File: config.mk
export PLATFORM = sky130hd
export DESIGN_NAME = sim_run_ctrl_flat
export DESIGN_NICKNAME = d
export VERILOG_FILES = /design/src/rtl/sim_run_ctrl_if.sv /design/src/rtl/sim_run_ctrl.sv /design/src/flat_wrapper.sv
export SDC_FILE = /design/constraint.sdc
export NUM_CORES = 1
export LEC_CHECK = 0
export CORE_AREA = 2 2 83 85
export CTS_CLUSTER_SIZE = 40
export DETAILED_ROUTE_END_ITERATION = 8
export DIE_AREA = 0 0 85 87
export DONT_BUFFER_PORTS = 1
export GPL_TIMING_DRIVEN = 1
export PLACE_DENSITY_LB_ADDON = 0.08
export SYNTH_ARGS = -nofsm -noshare
export SYNTH_HDL_FRONTEND = slang
export SYNTH_SLANG_ARGS = --single-unit
File: constraint.sdc
create_clock -name clk -period 3.9 [get_ports clk]
set_clock_uncertainty 0.2 [all_clocks]
set_input_delay 0.195 -clock clk [delete_from_list [all_inputs] [get_ports clk]]
set_output_delay 0.195 -clock clk [all_outputs]
set_load 0.05 [all_outputs]
File: src/rtl/sim_run_ctrl_if.sv
// Run-control bundle between the bench harness (master) and the sequencer (slave).
// The CPU-facing outputs travel on the same bundle so the bench can observe them.
interface sim_run_ctrl_if #(
  parameter int CNT_W = 32
);
  logic             run_req;
  logic             step_mode;
  logic             step_req;
  logic             cpu_halted;
  logic             cpu_reset;
  logic             cpu_en;
  logic [CNT_W-1:0] cycle_count;
  logic             done;
  logic             timeout;

  modport master (
    output run_req, step_mode, step_req, cpu_halted,
    input  cpu_reset, cpu_en, cycle_count, done, timeout
  );

  modport slave (
    input  run_req, step_mode, step_req, cpu_halted,
    output cpu_reset, cpu_en, cycle_count, done, timeout
  );
endinterface

File: src/rtl/sim_run_ctrl.sv
// Run-control sequencer: stretches reset into a fixed CPU reset, gates the CPU
// clock-enable for free-run / single-step, counts enabled cycles, stops on halt or budget.
//
// state    | meaning
// RST_HOLD | CPU held in reset for RESET_CYCLES cycles
// IDLE     | CPU out of reset, paused, waiting for run or step
// RUN      | free-running, one enabled cycle per clk
// STEP     | exactly one enabled cycle, then back to IDLE
// DONE     | halted or out of budget, terminal until reset
module sim_run_ctrl #(
  parameter int RESET_CYCLES = 4,
  parameter int MAX_CYCLES   = 10000,
  parameter int CNT_W        = 32
) (
  input  logic         clk,
  input  logic         reset,
  sim_run_ctrl_if.slave bus
);

  localparam int HOLD_W = (RESET_CYCLES > 1) ? $clog2(RESET_CYCLES) : 1;
  localparam logic [HOLD_W-1:0] HOLD_LAST = HOLD_W'(RESET_CYCLES - 1);
  localparam logic [CNT_W-1:0]  MAX_VAL   = CNT_W'(MAX_CYCLES);
  localparam bit                BUDGET_ON = (MAX_CYCLES != 0);

  typedef enum logic [2:0] {
    RST_HOLD,
    IDLE,
    RUN,
    STEP,
    DONE
  } state_t;

  state_t             state;
  logic [HOLD_W-1:0]  hold_cnt;
  logic [CNT_W-1:0]   count;
  logic               timeout_r;
  logic               step_q;
  logic               step_rise;
  logic [CNT_W-1:0]   cnt_inc;
  logic               budget_hit;

  assign step_rise  = bus.step_req & ~step_q;
  assign cnt_inc    = count + CNT_W'(1);
  assign budget_hit = BUDGET_ON && (cnt_inc == MAX_VAL);

  always_ff @(posedge clk) begin
    if (reset) begin
      state     <= RST_HOLD;
      hold_cnt  <= '0;
      count     <= '0;
      timeout_r <= 1'b0;
      step_q    <= 1'b0;
    end else begin
      step_q <= bus.step_req;
      case (state)
        RST_HOLD: begin
          if (hold_cnt == HOLD_LAST) state <= IDLE;
          else                       hold_cnt <= hold_cnt + HOLD_W'(1);
        end
        IDLE: begin
          if (bus.step_mode && step_rise)        state <= STEP;
          else if (!bus.step_mode && bus.run_req) state <= RUN;
        end
        RUN, STEP: begin
          count <= cnt_inc;
          // Halt outranks the budget so a tie reports a clean finish.
          if (bus.cpu_halted) begin
            state <= DONE;
          end else if (budget_hit) begin
            state     <= DONE;
            timeout_r <= 1'b1;
          end else if (state == STEP || bus.step_mode) begin
            state <= IDLE;
          end
        end
        DONE: ;
        default: state <= RST_HOLD;
      endcase
    end
  end

  assign bus.cpu_reset   = (state == RST_HOLD);
  assign bus.cpu_en      = (state == RUN) || (state == STEP);
  assign bus.done        = (state == DONE);
  assign bus.cycle_count = count;
  assign bus.timeout     = timeout_r;

endmodule
File: src/flat_wrapper.sv
// flat-port wrapper written by rule: the top's interface ports become plain ports
module sim_run_ctrl_flat 
#(
  parameter int RESET_CYCLES = 4,
  parameter int MAX_CYCLES   = 10000,
  parameter int CNT_W        = 32
)
  (clk, reset, bus_run_req, bus_step_mode, bus_step_req, bus_cpu_halted, bus_cpu_reset, bus_cpu_en, bus_cycle_count, bus_done, bus_timeout);
  sim_run_ctrl_if #(.CNT_W(CNT_W)) bus_i ();
  input  logic clk;
  input  logic reset;
  input wire logic [$bits(bus_i.run_req)-1:0] bus_run_req;
  input wire logic [$bits(bus_i.step_mode)-1:0] bus_step_mode;
  input wire logic [$bits(bus_i.step_req)-1:0] bus_step_req;
  input wire logic [$bits(bus_i.cpu_halted)-1:0] bus_cpu_halted;
  output wire logic [$bits(bus_i.cpu_reset)-1:0] bus_cpu_reset;
  output wire logic [$bits(bus_i.cpu_en)-1:0] bus_cpu_en;
  output wire logic [$bits(bus_i.cycle_count)-1:0] bus_cycle_count;
  output wire logic [$bits(bus_i.done)-1:0] bus_done;
  output wire logic [$bits(bus_i.timeout)-1:0] bus_timeout;
  assign bus_i.run_req = bus_run_req;
  assign bus_i.step_mode = bus_step_mode;
  assign bus_i.step_req = bus_step_req;
  assign bus_i.cpu_halted = bus_cpu_halted;
  assign bus_cpu_reset = bus_i.cpu_reset;
  assign bus_cpu_en = bus_i.cpu_en;
  assign bus_cycle_count = bus_i.cycle_count;
  assign bus_done = bus_i.done;
  assign bus_timeout = bus_i.timeout;
  sim_run_ctrl #(.RESET_CYCLES(RESET_CYCLES), .MAX_CYCLES(MAX_CYCLES), .CNT_W(CNT_W)) u_core (.clk(clk), .reset(reset), .bus(bus_i));
endmodule
==> results_dict.tcl <==
set metrics [dict create \
    status "finished, final reports clean" \
    cts-htree-levels 2 \
    die-area_um2 7400 \
    ys_types 45 \
    synth.most_common_cell "nor2_1" \
    clockRootBuffer "clkbuf_8" \
    cts_tree "built" \
    drc_errors 0 \
    maxSlewHeadroom_pct 40.0 \
    area_growth_pct 18.5 \
    fin_crit_ps 3660 \
    rsz0062_at_grt "false" \
    p_leak_nw 0.981 \
    ys_seq_elements 39 \
    clkSinkCount 39 \
    initial_core_util_pct 35.3 \
    drive_gt1_share_pct 13.7 \
    cp.required_ps 3950 \
    synth_area_leaders "dfxtp_1 (34%), xnor2_1 (7.2%), nor2_1 (6.5%)" \
    grt_max_degree 40 \
    place_inst 387 \
    synth_ff_type "dfxtp_1" \
    synth_area_um2 2320 \
    fin_crit_sh_pct 94.0 \
    postRouteAntennaNets 0 \
    cts_setup_buffers 0 \
    crit_arrival_ps 3710 \
    drt_iter0_markers 99 \
    peakVddDrop_mv 0.154 \
    drt_wl_total_mm 6.33 \
    hold_violations 0 \
    clock_latency_ps 300 \
    design_area_um2 2750 \
    dp_slack_ps 779 \
    synth-edff-count 0 \
    n_fill_cell 690 \
    firstDrtPassIters 4 \
    start_kind "flop" \
    grt_pass1_vias 2047 \
    cp-end-kind "flop" \
    hpwl_mm 4.57 \
    hp-class "primary input to flop" \
    antenna_found_initial 0 \
    tightestPinTransition_ps 895 \
    max_freq_mhz 273 \
    grt_usage_pct 17.7 \
    vias 2182 \
    numCtsBuffers 5 \
    slew_violations 0 \
    core_um2 6570 \
    avgSynthCellArea_um2 7.75 \
    multi_input_area_um2 1420 \
    ys_seq_area_share_pct 33.7 \
    fp.dieH_um 87 \
    syn-num-nets 307 \
    path_class "flop to flop" \
    routedWlPerCell_um 15.8 \
    globalplace.congestion 0.844 \
    grt_first_pass_wirelength_mm 10.5 \
    cap_violations 0 \
    setup_slack_ps 235 \
    cts_buffer_depth 2 \
    overflow 0 \
    numPortBuffers 0 \
    synth_top_area_share_pct 33.7 \
    async_flop_share_pct 0 \
    yosys_warnings 0 \
    layout.cells.non_filler 401 \
    vias_per_cell 5.44 \
    setup_viol_count_final 0 \
    ioPinCount 42 \
    place_area_um2 2540 \
    rows 30 \
    nets 328 \
    seqCellArea_um2 782 \
    yosys.area.top_type "dfxtp_1" \
    synth_common_cells "nor2_1 (40), dfxtp_1 (39), nand2_1 (24)" \
    clk_pin_slew_worst_paths_ps 80 \
    power_density_nw_per_um2 333 \
    crit_fanout 6 \
    n_antenna_cell 0 \
    tns_ps 0 \
    die_x_um 85 \
    syn-instance-count 299 \
]
[cells in the final DEF, fill, tap and decap left out, types with 4 or more instances in the layout]
master and instances:
a21oi_1 10, and3_1 4, and4_1 6, buf_4 28
clkbuf_8 5, dfxtp_1 38, dlygate4sd3_1 5, inv_1 6
nand2_1 24, nand3_1 18, nand4_1 14, nor2_1 40
nor3_1 17, nor4_1 6, o21ai_0 11, or3_1 7
xnor2_1 19, xor2_1 17
[where the power goes]
| group | internal [W] | total, W | leakage (nW) | switching [W] |
|---|---|---|---|---|
| Combinational | 0.0000360 | 0.0000812 | 0.601 | 0.0000452 |
| Clock | 0.000255 | 0.000413 | 0.0644 | 0.000157 |
| Sequential | 0.000410 | 0.000421 | 0.315 | 0.0000114 |
| Total | 0.000701 | 0.000915 | 0.981 | 0.000214 |
[flip-flops by register name (all words and copies together) (netlist names)]
signal and flops:
u_core.hold_cnt 2, u_core.step_q 1, u_core.bus.cycle_count 32, u_core.bus.timeout 1, u_core.state 3
[metal layers]
layer,GRT usage (%),share of wire [%]
met5,0,0
met4,5.92,1.5
met3,4.93,6.1
met2,26.5,45
met1,24.4,48
[logic make-up after synthesis]
logic type / Yosys count / share of synthesized area, %
buffers and inverters: 27 / 5.23
adders and majority gates: 2 / 1.08
and+or+nand+nor: 151 / 33.7
muxes: 3 / 1.30
AOI/OAI and AO/OA: 41 / 11.4
xor gates and xnor gates: 36 / 13.6
DFF: 39 / 33.7
[layout make-up]
cell class,instances,share of cell area [%]
clock inverter,3,2.46
tap,80,3.64
multi-input combinational,233,51.8
inverter,7,0.957
timing repair buffer,34,10.2
sequential,39,28.5
clock buffer,5,2.51
[per-stage QoR]
stage / power, W / utilization (%) / hold slack (ps)
2_1_floorplan: 0.000490 / - / 123
3_3_place_gp: 0.000498 / 38.6 / 70.7
3_5_place_dp: 0.000501 / 38.6 / 72.4
4_1_cts: 0.000928 / 41.8 / 95.0
5_1_grt: 0.000952 / 41.8 / 103
6_report: 0.000915 / 41.8 / 101
[path summary, 6_finish.rpt]
path,slack (ps),cells past startpoint,from,end
setup reg to reg,240,10,u_core.bus.cycle_count[1],u_core.bus.timeout
setup / recovery,240,10,u_core.bus.cycle_count[1],u_core.bus.timeout
hold / removal,100,3,bus_step_mode,u_core.state[0]
hold reg to reg,320,2,u_core.hold_cnt[1],u_core.hold_cnt[1]
[critical path, stage by stage (launching register included)]
cell and delay [ps]:
dfxtp_1 410, ha_1 340, and3_1 250, nand3_1 190
nor4_1 310, a21oi_1 110, a211o_1 300, or4_4 500
or3_1 320, a21oi_1 140, dlygate4sd3_1 550
[what timing repair did]
action                                  4_1_cts  5_1_grt
hold buffers                                  6        0
endpoints found under the hold margin        39        0
gates resized for setup                       0        1
endpoints found under the setup margin        0        1
No activity file was read; power rests on OpenSTA's default activity.
